`src/rtl/cgra_config_loader.sv`:
```
// cgra_config_loader: buffers host config words, replays them onto the CGRA config bus,
// waits a settle period, then times the run window. Optional macro: CFG_CHECKSUM_EN.
module cgra_config_loader #(
  parameter int ADDR_W         = 32,
  parameter int DATA_W         = 32,
  parameter int FIFO_DEPTH     = 4,
  parameter int SETTLE_CYCLES  = 2,
  parameter int CNT_W          = 65,
  parameter int MAX_RUN_CYCLES = 100
) (
  input  logic              clk_in,
  input  logic              reset_in,
  input  logic              clear_in,
  input  logic              cfg_valid_in,
  output logic              cfg_ready_out,
  input  logic [ADDR_W-1:0] cfg_addr_in,
  input  logic [DATA_W-1:0] cfg_data_in,
  input  logic              cfg_last_in,
  output logic [ADDR_W-1:0] config_addr_out,
  output logic [DATA_W-1:0] config_data_out,
  output logic              config_we_out,
  output logic              config_done_out,
  output logic              run_en_out,
  output logic              finished_out,
  output logic [15:0]       words_loaded_out,
  output logic [CNT_W-1:0]  run_cycles_out,
  output logic [DATA_W-1:0] checksum_out
);

  // state      | meaning
  // ST_IDLE    | FIFO empty, waiting for the first host word
  // ST_LOAD    | accepting and replaying words until the last one is driven
  // ST_SETTLE  | settle down-counter running after the last write
  // ST_RUN     | CGRA run window open, run cycles counting
  // ST_DONE    | run limit reached, held until reset or clear
  typedef enum logic [2:0] {
    ST_IDLE,
    ST_LOAD,
    ST_SETTLE,
    ST_RUN,
    ST_DONE
  } state_t;

  localparam int PTR_W = (FIFO_DEPTH > 1) ? $clog2(FIFO_DEPTH) : 1;
  localparam int OCC_W = PTR_W + 1;
  localparam int ST_W  = (SETTLE_CYCLES > 0) ? $clog2(SETTLE_CYCLES + 1) : 1;

  localparam logic [OCC_W-1:0] OCC_FULL  = OCC_W'(FIFO_DEPTH);
  localparam logic [ST_W-1:0]  SETTLE_LD = ST_W'(SETTLE_CYCLES);
  localparam logic [CNT_W-1:0] RUN_LIMIT = CNT_W'(MAX_RUN_CYCLES);

  state_t             state_q, state_d;
  logic [PTR_W-1:0]   wr_ptr_q, wr_ptr_d;
  logic [PTR_W-1:0]   rd_ptr_q, rd_ptr_d;
  logic [OCC_W-1:0]   occ_q, occ_d;
  logic               last_acc_q, last_acc_d;
  logic               ready_q, ready_d;
  logic               we_q, we_d;
  logic [ADDR_W-1:0]  addr_q, addr_d;
  logic [DATA_W-1:0]  data_q, data_d;
  logic [15:0]        words_q, words_d;
  logic [ST_W-1:0]    settle_q, settle_d;
  logic [CNT_W-1:0]   run_cycles_q, run_cycles_d;
  logic               push;
  logic               pop;
  logic               pop_last;

  logic [ADDR_W-1:0]  addr_mem [FIFO_DEPTH];
  logic [DATA_W-1:0]  data_mem [FIFO_DEPTH];
  logic               last_mem [FIFO_DEPTH];

`ifdef CFG_CHECKSUM_EN
  logic [DATA_W-1:0]  chk_q, chk_d;
`endif

  // Storage is not reset: occupancy alone decides which entries are live.
  always_ff @(posedge clk_in) begin
    if (push) begin
      addr_mem[wr_ptr_q] <= cfg_addr_in;
      data_mem[wr_ptr_q] <= cfg_data_in;
      last_mem[wr_ptr_q] <= cfg_last_in;
    end
  end

  always_comb begin
    state_d      = state_q;
    wr_ptr_d     = wr_ptr_q;
    rd_ptr_d     = rd_ptr_q;
    occ_d        = occ_q;
    last_acc_d   = last_acc_q;
    we_d         = 1'b0;
    addr_d       = '0;
    data_d       = '0;
    words_d      = words_q;
    settle_d     = settle_q;
    run_cycles_d = run_cycles_q;
`ifdef CFG_CHECKSUM_EN
    chk_d        = chk_q;
`endif

    push     = cfg_valid_in && ready_q && !clear_in;
    pop      = (occ_q != '0) && !clear_in;
    pop_last = pop && last_mem[rd_ptr_q];

    if (push) begin
      wr_ptr_d = wr_ptr_q + PTR_W'(1);
      if (cfg_last_in) begin
        last_acc_d = 1'b1;
      end
    end

    if (pop) begin
      rd_ptr_d = rd_ptr_q + PTR_W'(1);
      we_d     = 1'b1;
      addr_d   = addr_mem[rd_ptr_q];
      data_d   = data_mem[rd_ptr_q];
      if (words_q != 16'hFFFF) begin
        words_d = words_q + 16'd1;
      end
`ifdef CFG_CHECKSUM_EN
      chk_d = chk_q ^ data_mem[rd_ptr_q];
`endif
    end

    occ_d = occ_q + OCC_W'(push) - OCC_W'(pop);

    case (state_q)
      ST_IDLE: begin
        if (push) begin
          state_d = ST_LOAD;
        end
      end
      ST_LOAD: begin
        if (pop_last) begin
          state_d  = ST_SETTLE;
          settle_d = SETTLE_LD;
        end
      end
      // The last write is on the bus during the first SETTLE cycle, so a zero
      // load still opens the run window one cycle after that write.
      ST_SETTLE: begin
        if (settle_q == '0) begin
          state_d = ST_RUN;
        end else begin
          settle_d = settle_q - ST_W'(1);
        end
      end
      ST_RUN: begin
        if (run_cycles_q != '1) begin
          run_cycles_d = run_cycles_q + CNT_W'(1);
        end
        if ((MAX_RUN_CYCLES != 0) && (run_cycles_d == RUN_LIMIT)) begin
          state_d = ST_DONE;
        end
      end
      ST_DONE: begin
        state_d = ST_DONE;
      end
      default: begin
        state_d = ST_IDLE;
      end
    endcase

    if (clear_in) begin
      state_d      = ST_IDLE;
      wr_ptr_d     = '0;
      rd_ptr_d     = '0;
      occ_d        = '0;
      last_acc_d   = 1'b0;
      we_d         = 1'b0;
      addr_d       = '0;
      data_d       = '0;
      words_d      = '0;
      settle_d     = '0;
      run_cycles_d = '0;
`ifdef CFG_CHECKSUM_EN
      chk_d        = '0;
`endif
    end

    ready_d = (occ_d != OCC_FULL) && !last_acc_d &&
              ((state_d == ST_IDLE) || (state_d == ST_LOAD));
  end

  always_ff @(posedge clk_in or negedge reset_in) begin
    if (!reset_in) begin
      state_q      <= ST_IDLE;
      wr_ptr_q     <= '0;
      rd_ptr_q     <= '0;
      occ_q        <= '0;
      last_acc_q   <= 1'b0;
      ready_q      <= 1'b0;
      we_q         <= 1'b0;
      addr_q       <= '0;
      data_q       <= '0;
      words_q      <= '0;
      settle_q     <= '0;
      run_cycles_q <= '0;
    end else begin
      state_q      <= state_d;
      wr_ptr_q     <= wr_ptr_d;
      rd_ptr_q     <= rd_ptr_d;
      occ_q        <= occ_d;
      last_acc_q   <= last_acc_d;
      ready_q      <= ready_d;
      we_q         <= we_d;
      addr_q       <= addr_d;
      data_q       <= data_d;
      words_q      <= words_d;
      settle_q     <= settle_d;
      run_cycles_q <= run_cycles_d;
    end
  end

`ifdef CFG_CHECKSUM_EN
  always_ff @(posedge clk_in or negedge reset_in) begin
    if (!reset_in) begin
      chk_q <= '0;
    end else begin
      chk_q <= chk_d;
    end
  end
  assign checksum_out = chk_q;
`else
  assign checksum_out = '0;
`endif

  assign cfg_ready_out    = ready_q;
  assign config_we_out    = we_q;
  assign config_addr_out  = addr_q;
  assign config_data_out  = data_q;
  assign words_loaded_out = words_q;
  assign run_cycles_out   = run_cycles_q;
  assign run_en_out       = (state_q == ST_RUN);
  assign finished_out     = (state_q == ST_DONE);
  assign config_done_out  = (state_q == ST_RUN) || (state_q == ST_DONE);

endmodule
```
`config.mk`:
```
export PLATFORM = sky130hd
export DESIGN_NAME = cgra_config_loader
export DESIGN_NICKNAME = d
export VERILOG_FILES = /design/src/rtl/cgra_config_loader.sv
export SDC_FILE = /design/constraint.sdc
export NUM_CORES = 1
export LEC_CHECK = 0
export CELL_PAD_IN_SITES_DETAIL_PLACEMENT = 0
export CELL_PAD_IN_SITES_GLOBAL_PLACEMENT = 1
export CORE_MARGIN = 4
export CORE_UTILIZATION = 41
export CTS_CLUSTER_DIAMETER = 200
export DETAILED_ROUTE_END_ITERATION = 8
export PLACE_DENSITY_LB_ADDON = 0.1
export REMOVE_ABC_BUFFERS = 1
export SYNTH_ARGS = -nofsm -noshare
export SYNTH_HDL_FRONTEND = slang
export SYNTH_SLANG_ARGS = --single-unit
```
`constraint.sdc`:
```
create_clock -name clk_in -period 3.2 [get_ports clk_in]
set_clock_uncertainty 0.15 [all_clocks]
set_input_delay 0.64 -clock clk_in [delete_from_list [all_inputs] [get_ports clk_in]]
set_output_delay 0.64 -clock clk_in [all_outputs]
set_load 0.02 [all_outputs]
```
== Yosys cells after proc, flatten, opt, wreduce, memory -nomap -nowiden ==
Memories as Yosys holds them, arrays and structs flattened.
Index checks and enable logic that the tools add are counted.
Storage, ports and cells
  bits in registers: 160
  bits in writable memories: 260
  bits of input ports: 69
  logic and storage cells: 87
  memories kept: 3
Operators by class
  add/sub/neg operators: 7
  eq/ne operators: 11
  mux-type cells: 33
  reductions and logical operators: 21
Memories
  addr_mem: words 4, bits a word 32, read ports 1, clocked after Yosys merged registers in 0, write ports 1, line 68  | logic [ADDR_W-1:0] addr_mem [FIFO_DEPTH];
  data_mem: words 4, bits a word 32, read ports 1, clocked after Yosys merged registers in 0, write ports 1, line 69  | logic [DATA_W-1:0] data_mem [FIFO_DEPTH];
  last_mem: words 4, bits a word 1, read ports 1, clocked after Yosys merged registers in 0, write ports 1, line 70  | logic last_mem [FIFO_DEPTH];
Operator list (count)
  2-to-1 mux 65 bit: 4
  2-to-1 mux 32 bit: 4
  adder 65 x 1 -> 65 bit (second input constant): 1
  == test 65 x 7 -> 1 bit (second input constant): 1
  inequality test 65 bit (second input constant): 1
  2-to-1 mux 16 bit: 3
  2-to-1 mux 3 bit: 6
  adder 16 x 1 -> 16 bit (second input constant): 1
  inequality test 16 bit (second input constant): 1
  one-hot mux 3 bit (5 select lines): 1
  2-to-1 mux 2 bit: 7
  inequality test 3 bit (second input constant): 3
  nonzero test 2 bit: 4
  2-to-1 mux 1 bit: 7
  == test 3 x 1 -> 1 bit (second input constant): 2
  == test 3 x 2 -> 1 bit (second input constant): 2
  logical AND 1 bit: 6
  logical NOT 3 bit: 2
  nonzero test 3 bit: 2
  adder 2 x 1 -> 2 bit (second input constant): 2
  one-hot mux 2 bit (2 select lines): 1
  adder 3 x 1 -> 3 bit: 1
  == test 3 bit (second input constant): 1
  AND reduction 3 bit: 1
  6 further kinds: 8

== Depth between registers and ports, before layout ==
  word-level depth: 10
  gate-level depth with buffers: 11
  depth with buffers taken out: 11

== Least setup slack after synthesis ==
No wires, ideal clock.
  path kind: reg2reg
  from: register run_cycles_q[4], in the netlist run_cycles_out[4]
  to: register ready_q, in the netlist cfg_ready_out
  library setup time: 94 ps
  data arrival time: 3422 ps
  setup slack: -466 ps
  stages on the path, launching flop included: 11
  buffers on the path: 1
  period minus slack after synthesis: 3666 ps
  cell sequence: dfrtp_1 > clkbuf_1 > nand4_1 > nor4_2 > nand4_1 > nor4_1 > xor2_1 > or4_1 > nor4_1 > nand4b_1 > a211oi_1
On the way
  word-level cells in the longest chain between the ends: 10
  elaborated cells between the ends (all ways): 12
  those cells by class: add/sub: 1; eq/ne: 3; mux: 5; reduce/logical: 3
RTL lines
  from (decl): line 63  | logic [CNT_W-1:0] run_cycles_q, run_cycles_d;
  from (signal assigned): line 211  | run_cycles_q <= run_cycles_d;
  adder 65 x 1 -> 65 bit / inequality test 65 bit (equally long branches): line 150, 149
  2-to-1 mux 65 bit *: line 149  | if (run_cycles_q != '1) begin
  2-to-1 mux 65 bit *: line 127  | case (state_q)
  == test 65 x 7 -> 1 bit *: line 152  | if ((MAX_RUN_CYCLES != 0) && (run_cycles_d == RUN_LIMIT)) begin
  2-to-1 mux 3 bit *: line 152
  one-hot mux 3 bit (5 select lines) *: line 127
  2-to-1 mux 3 bit *: line 164  | if (clear_in) begin
  == test 3 x 1 -> 1 bit / logical NOT 3 bit (equally long branches): line 182  | ((state_d == ST_IDLE) || (state_d == ST_LOAD));
  logical OR 1 bit *: line 182
  logical AND 1 bit *: line 181  | ready_d = (occ_d != OCC_FULL) && !last_acc_d &&
  via ready_d: line 57  | logic ready_q, ready_d;
  to (signal assigned): line 205  | ready_q <= ready_d;
  to (decl): line 57
Mark *: on every way through the listed nets, which the timed path passes. The rest lies on a longest branch. The select of a mux whose other input is x is not followed.
A chain may end at the register's enable or synchronous reset.

== Worst setup path after layout ==
Ends and elaborated chain as after synthesis.

==> flow_summary.json <==
{
  "run_status": "finished, violations left",
  "violations": "negative setup slack",
  "synthDistinctLibCells": 65,
  "wire_per_inst_um": 22.3,
  "synth_simple_gate_area_share_pct": 15.7,
  "firstDrtPassIters": 7,
  "die_width_um": 220,
  "cp_data_arrival_time_ns": 3.64,
  "setup_viol_count_final": 4,
  "detailedPlace.worstSlack_ns": -0.446,
  "cts_tree": "done",
  "crit_path_max_fanout": 4,
  "post_layout_instance_count_excluding_filler_cells": 2448,
  "critical_path.reg2reg.endpoint": "cfg_ready_out",
  "maxSlewHeadroom_pct": 51.4,
  "layout_cell_share_with_drive_strength_beyond_1_pct": 25.1,
  "dp_cells": 2353,
  "regToRegSetupSlack_ns": -0.14,
  "worst_hold_path_type": "flop to flop",
  "num_vias": 12993,
  "timing.setup.tns_ns": -0.434,
  "r2r-start": "run_cycles_out[4]",
  "standard_cell_row_count": 77,
  "routed_via_density": 5.31,
  "final_common_cell": "edfxtp_1",
  "netlist_area_sq_um": 18500,
  "top_level_ports": 251,
  "clock_tree.htree_level_count": 2,
  "synthCells": 1371,
  "startpoint": "run_cycles_out[4]",
  "final-max-slew-violation-count": 0,
  "groute.usage.overall_pct": 22.5,
  "rsz0062_at_grt": "yes",
  "antenna_found_initial": 3,
  "worst-slew-pin-transition_ns": 0.729,
  "final.hold.worst_slack_ns": 0.381,
  "power_density_nw_per_um2": 584,
  "number_of_clock_sinks_seen_by_cts": 420,
  "nFillCells": 3735,
  "post_layout_min_period_ns": 3.34,
  "cts.root.buffer_cell": "clkbuf_16",
  "total_of_buffers_placed_on_input_and_output_ports": 218,
  "worst-r2r-cell-count": 13,
  "path_clk_slew_ns": 0.06,
  "total_power_mw": 14.6,
  "core_area_sq_um": 44400,
  "vdd_drop_max_mv": 0.519,
  "synthFlopType": "edfxtp_1",
  "multiplexer_share_of_the_synthesized_area_pct": 8.29,
  "drt_iter0_markers": 887,
  "timing.final.hold_violations": 0,
  "cp_startpoint_kind": "flop",
  "grt_first_pass_wirelength_mm": 82.5,
  "fin_crit_sh_pct": 105,
  "routed_wl_mm": 54.7,
  "numCtsBuffers": 45,
  "fp.dieArea_sq_um": 48600,
  "most-common-layout-cells": "edfxtp_1 (260), buf_4 (247), clkdlybuf4s50_1 (216)",
  "post_synth_xor_area_fraction_pct": 3.41,
  "avgSynthCellArea_sq_um": 13.5,
  "gp_congestion": 0.944,
  "first_global_vias": 13159,
  "net_count_of_the_finished_layout": 1897,
  "initial_core_util_pct": 41.6,
  "maximum_number_of_pins_on_one_net_before_global_route_repair": 67,
  "clock_latency_ns": 0.58,
  "synthToLayoutAreaGrowth_pct": 34.9,
  "combinational_family_with_the_most_area_after_synthesis": "simple AND/OR/NAND/NOR gates",
  "p_leak_nw": 9.33,
  "cp_data_required_time_ns": 3.49,
  "synthAdderAreaFrac_pct": 0.717,
  "end_kind": "flop",
  "drcViolationCount": 0,
  "async_flop_share_pct": 38.1,
  "fmax_mhz": 299,
  "critPathKind": "flop to flop",
  "ctsLongestPathBuffers": 3,
  "dp_hpwl_mm": 38.3,
  "postRouteAntennaNets": 0,
  "synth_compound_gate_area_share_pct": 4.65,
  "die-height_um": 220,
  "yosysWarningCount": 0,
  "global_route.overflow_total": 0,
  "ys_seq_elements": 420,
  "maxCapViolCount": 0,
  "synth-edff-count": 260,
  "ys_seq_area_share_pct": 63.9,
  "endpoint": "cfg_ready_out",
  "worst_slack_ns": -0.144
}
[flip-flops by register name, summed over array words and instances, names as in the netlist]
register	count
config_addr_out	32
run_cycles_out	65
settle_q	2
rd_ptr_q	2
wr_ptr_q	2
data_mem	128
cfg_ready_out	1
addr_mem	128
words_loaded_out	16
config_data_out	32
config_we_out	1
state_q	3
last_mem	4
last_acc_q	1
occ_q	3
[cells by family after synthesis]
group	after synthesis
adder cells (fa/ha/maj)	10
buffers and inverters	131
XOR/XNOR	72
AO/OA/AOI/OAI	131
AND/OR/NAND/NOR	534
other	1
multiplexers	72
flip-flops	420
[per-stage QoR]
step,area [sq um],util (%)
after detailed placement,23000,51.9
after global placement,23000,51.9
after floorplan,18100,-
final,25000,56.2
after global routing,25000,56.2
after CTS,24800,55.7
[critical path, cell delays in order (launching register included)]
cell,delay [ns]
dfrtp_1,0.38
buf_6,0.11
nand4_1,0.24
nor4_4,0.39
nand4_1,0.16
buf_4,0.17
buf_6,0.11
o21a_1,0.18
or4_4,0.53
nor2_2,0.10
nand4b_1,0.18
nor4_2,0.30
buf_4,0.16
a211oi_2,0.04
[worst min-delay path by stage]
stage	from	to	slack, ns	depth (start not counted)
2_1_floorplan	reset_in	cfg_ready_out	0.19	0
3_3_place_gp	last_acc_q	last_acc_q	0.36	2
3_5_place_dp	last_acc_q	last_acc_q	0.36	2
4_1_cts	last_acc_q	last_acc_q	0.38	2
5_1_grt	last_acc_q	last_acc_q	0.39	2
6_report	last_acc_q	last_acc_q	0.38	2
[timing repair]
action	4_1_cts	5_1_grt
setup endpoints to repair	19	12
gates resized for setup	26	32
pin swaps	14	14
hold buffers	1	0
setup buffers	5	3
hold endpoints to repair	61	0
cloned	1	0
[metal layers]
layer | global-route usage (%) | part of all wire [%] | vias to the layer above
li1 | - | - | 6007
met1 | 31.2 | 43 | 6550
met2 | 36.4 | 48 | 344
met3 | 4.74 | 5.9 | 86
met4 | 6.41 | 2.3 | 6
met5 | 0 | 0.099 | -
[Yosys cell counts, types with 4 or more instances]
| master | n | share of area (%) |
|---|---|---|
| a211oi_1 | 12 | 0.49 |
| a21oi_1 | 33 | 0.89 |
| a311oi_1 | 10 | 0.47 |
| a31oi_1 | 9 | 0.30 |
| and2_1 | 73 | 2.5 |
| and3_1 | 22 | 0.74 |
| and4_1 | 23 | 1.1 |
| buf_1 | 11 | 0.22 |
| buf_2 | 4 | 0.11 |
| buf_4 | 32 | 1.3 |
| clkbuf_1 | 63 | 1.3 |
| dfrtp_1 | 160 | 22 |
| edfxtp_1 | 260 | 42 |
| ha_1 | 9 | 0.61 |
| inv_1 | 19 | 0.39 |
| mux2i_1 | 7 | 0.38 |
| mux4_2 | 65 | 7.9 |
| nand2_1 | 77 | 1.6 |
| nand2b_1 | 5 | 0.17 |
| nand3_1 | 45 | 1.2 |
| nand4_1 | 40 | 1.4 |
| nand4b_1 | 5 | 0.24 |
| nor2_1 | 121 | 2.5 |
| nor2b_1 | 4 | 0.14 |
| nor3_1 | 31 | 0.84 |
| nor4_1 | 31 | 1.0 |
| o2111ai_1 | 4 | 0.19 |
| o21a_1 | 4 | 0.16 |
| o21ai_0 | 27 | 0.73 |
| o31ai_1 | 6 | 0.24 |
| or2_2 | 9 | 0.30 |
| or3_1 | 21 | 0.71 |
| or4_1 | 11 | 0.45 |
| xnor2_1 | 42 | 2.0 |
| xor2_1 | 30 | 1.4 |
[where the power goes]
part           switching, mW  leakage, nW  internal [mW]
combinational           1.41         4.05           1.39
sequential             0.227         4.54           6.25
clock                   2.20        0.735           3.10
[area by class of cell]
cell class                      instances  area (sq um)  area share (%)
Sequential cell                       420         11800            47.4
Antenna cell                            1          2.50          0.0100
Inverter                               19          71.3           0.286
Timing Repair Buffer                  481          4320            17.3
Clock buffer                           55          1200            4.82
Multi-Input combinational cell        851          6490            26.0
Tap cell                              592           741            2.97
Clock inverter                         29           314            1.26
No activity file was read; power rests on OpenSTA's default activity.
==> RTL edit (config.mk and constraints unchanged) <==
Set the parameter `SETTLE_CYCLES` to 1 (it was 2).
--- a/src/rtl/cgra_config_loader.sv
+++ b/src/rtl/cgra_config_loader.sv
@@ -4,7 +4,7 @@
   parameter int ADDR_W         = 32,
   parameter int DATA_W         = 32,
   parameter int FIFO_DEPTH     = 4,
-  parameter int SETTLE_CYCLES  = 2,
+  parameter int SETTLE_CYCLES  = 1,
   parameter int CNT_W          = 65,
   parameter int MAX_RUN_CYCLES = 100
 ) (
Function: changed (a bounded check fails within 10 cycles, from zero or initial values and one cycle with reset_in low).
==> RTL edit against the original RTL <==
The run still ends with negative setup slack left; critical endpoint is now state_q[0]; critical path type unchanged; via count fell by 4.0%; design area fell by 0.99%; total power fell by 0.38%; sequential cell count fell by 1; worst setup slack got worse by 0.11 ns; routed wire length fell by 5.9%; sequential power fell by 0.6%; area after synthesis fell by 1.6%.
==> RTL edit: results (changes against the original RTL) <==
Status
  • Status: finished with violations
  • Failing checks: negative setup slack

Place
  • DPL Wire Length: 35.7 mm (-6.7%)
  • Placed insts: 2,287 (-2.8%)
  • Post-Place Setup Slack: -0.441 ns (+0.00544 ns)
  • Placed Instance Area: 22,800 um2 (-1.2%)
  • RD Place Congestion: 0.933 (-1.2%)

Clocking
  • Longest Clk Path Bufs: 3 (unchanged)
  • Worst-path clk slew: 0.06 ns (about the same)
  • Clock latency reported for the late side of the worst-skew pair: 0.59 ns
  • Num CTS Buffers: 45 (unchanged)
  • Root Driver: clkbuf_16
  • H-Tree Depth: 2 (unchanged)

STA
  • Worst slew pin tran: 0.750 ns (+0.0206 ns)
  • Hold Slack: 0.333 ns (-0.0480 ns)
  • Final setup vio count: 4 (unchanged)
  • Setup_tns: -0.737 ns (-0.302 ns)
  • Setup ws final: -0.254 ns (-0.110 ns)

Finish
  • Non-Filler Instances: 2,395 (-2.2%)
  • Share of cells above drive strength 1: 27.2% (+2.1 points)
  • Nets@finish: 1,853 (-2.3%)

Global routing
  • GRT Util Overall: 21.4% (-1.2 points)
  • M1 GR Usage: 28.1% (-3.1 points)
  • Largest net degree at the start of global routing: 67 (unchanged)
  • Initial antenna violation count: 3 (unchanged)
  • Global routing usage on met3: 4.92% (+0.18 points)
  • Number of global-route vias before repair: 12.8k (-2.7%)
  • First-pass GRT wire length: 77.7 mm (-5.8%)
  • Grt met2 use: 35.5% (-0.84 points)

Worst hold path
  • WHS Path Cells: 3 (+1)
  • Hold EP: rd_ptr_q[1]
  • Hold crit path type: in2reg
  • HP Start: clear_in

Critical path
  • FF-to-FF End: state_q[0]
  • R2r startpoint: run_cycles_out[0]
  • Critical path data arrival time: 3.77 ns (+0.13 ns)
  • Critical path depth in cells: 11 (-2)
  • Worst path max stage delay: 0.57 ns (+0.04 ns)

Synth
  • Synth cell count leaders: edfxtp_1, dfrtp_1, nor2_1
  • Synth top area cells: edfxtp_1, dfrtp_1, mux4_2, and2_1, nor2_1
  • Ys flop type: edfxtp_1
  • Syn_area_per_cell: 13.9 um2 (+3.1%)
  • Netlist cell types: 70 (+7.7%)
  • Ys Warns: 0 (unchanged)
  • Fraction of registers with async set/reset: 37.9% (-0.15 points)
  • EDFF count, synth: 260 (unchanged)
  • Sequential share of the synthesized area: 64.7% (+0.89 points)

Power and ir drop
  • Peak supply drop: 0.661 mV (+27%)
  • Clock Power Share: 34.9% (-1.5 points)
  • Final Power: 14.5 mW (-0.38%)
  • Internal power: 10.6 mW (-1.1%)
  • Leak: 9.37 nW (+0.37%)
  • Power Sequential: 6.43 mW (-0.6%)

Drt
  • DRT iter0 DRCs: 901 (+1.6%)
  • Vias: 12.5k (-4.0%)
  • DR pass1 iterations: 6 (-1)
  • WL final: 51.4 mm (-5.9%)
-- RTL edit: area by class of cell --
type	instances	area [um2]
multi-input combinational	792	6160
clock inverter	22	243
sequential	419	11800
inverter	19	71.3
antenna	1	2.50
timing repair buffer	498	4480
tap	585	732
fill	3622	18700
clock buffer	59	1220
-- RTL edit: how the worst max path moves through the flow --
stage                     slack [ns]       endpoint              start
after floorplan                -1.02  cfg_ready_out        rd_ptr_q[0]
after global placement         -0.37     state_q[0]  run_cycles_out[3]
after detailed placement       -0.44  cfg_ready_out  run_cycles_out[3]
after CTS                      -0.18     state_q[0]  run_cycles_out[1]
after global routing           -0.35     state_q[0]  run_cycles_out[0]
final                          -0.25     state_q[0]  run_cycles_out[0]
-- RTL edit: timing repair --
| item | CTS | global route |
|---|---|---|
| endpoints found under the hold margin | 54 | 0 |
| hold buffers | 1 | 0 |
| buffers inserted | 14 | 12 |
| pin swaps | 21 | 16 |
| gates resized for setup | 42 | 18 |
| endpoints found under the setup margin | 5 | 8 |
-- RTL edit: layer usage --
| metal | wire length, um | vias up | share of wire [%] |
|---|---|---|---|
| met3 | 3110 | 91 | 6.0 |
| met1 | 21200 | 6264 | 41 |
| met4 | 1500 | 4 | 2.9 |
| met2 | 25600 | 364 | 50 |
| li1 | - | 5754 | - |
| met5 | 22 | - | 0.043 |
-- RTL edit: logic make-up after synthesis --
family                     count (synthesis)  synth area share [%]
buffers and inverters                    129                  3.46
other                                      1                0.0206
DFF                                      419                  64.7
AOI/OAI and AO/OA                        114                  3.99
adders and majority gates                  9                 0.660
xor gates and xnor gates                  85                  4.09
and+or+nand+nor                          481                  14.7
muxes                                     71                  8.38
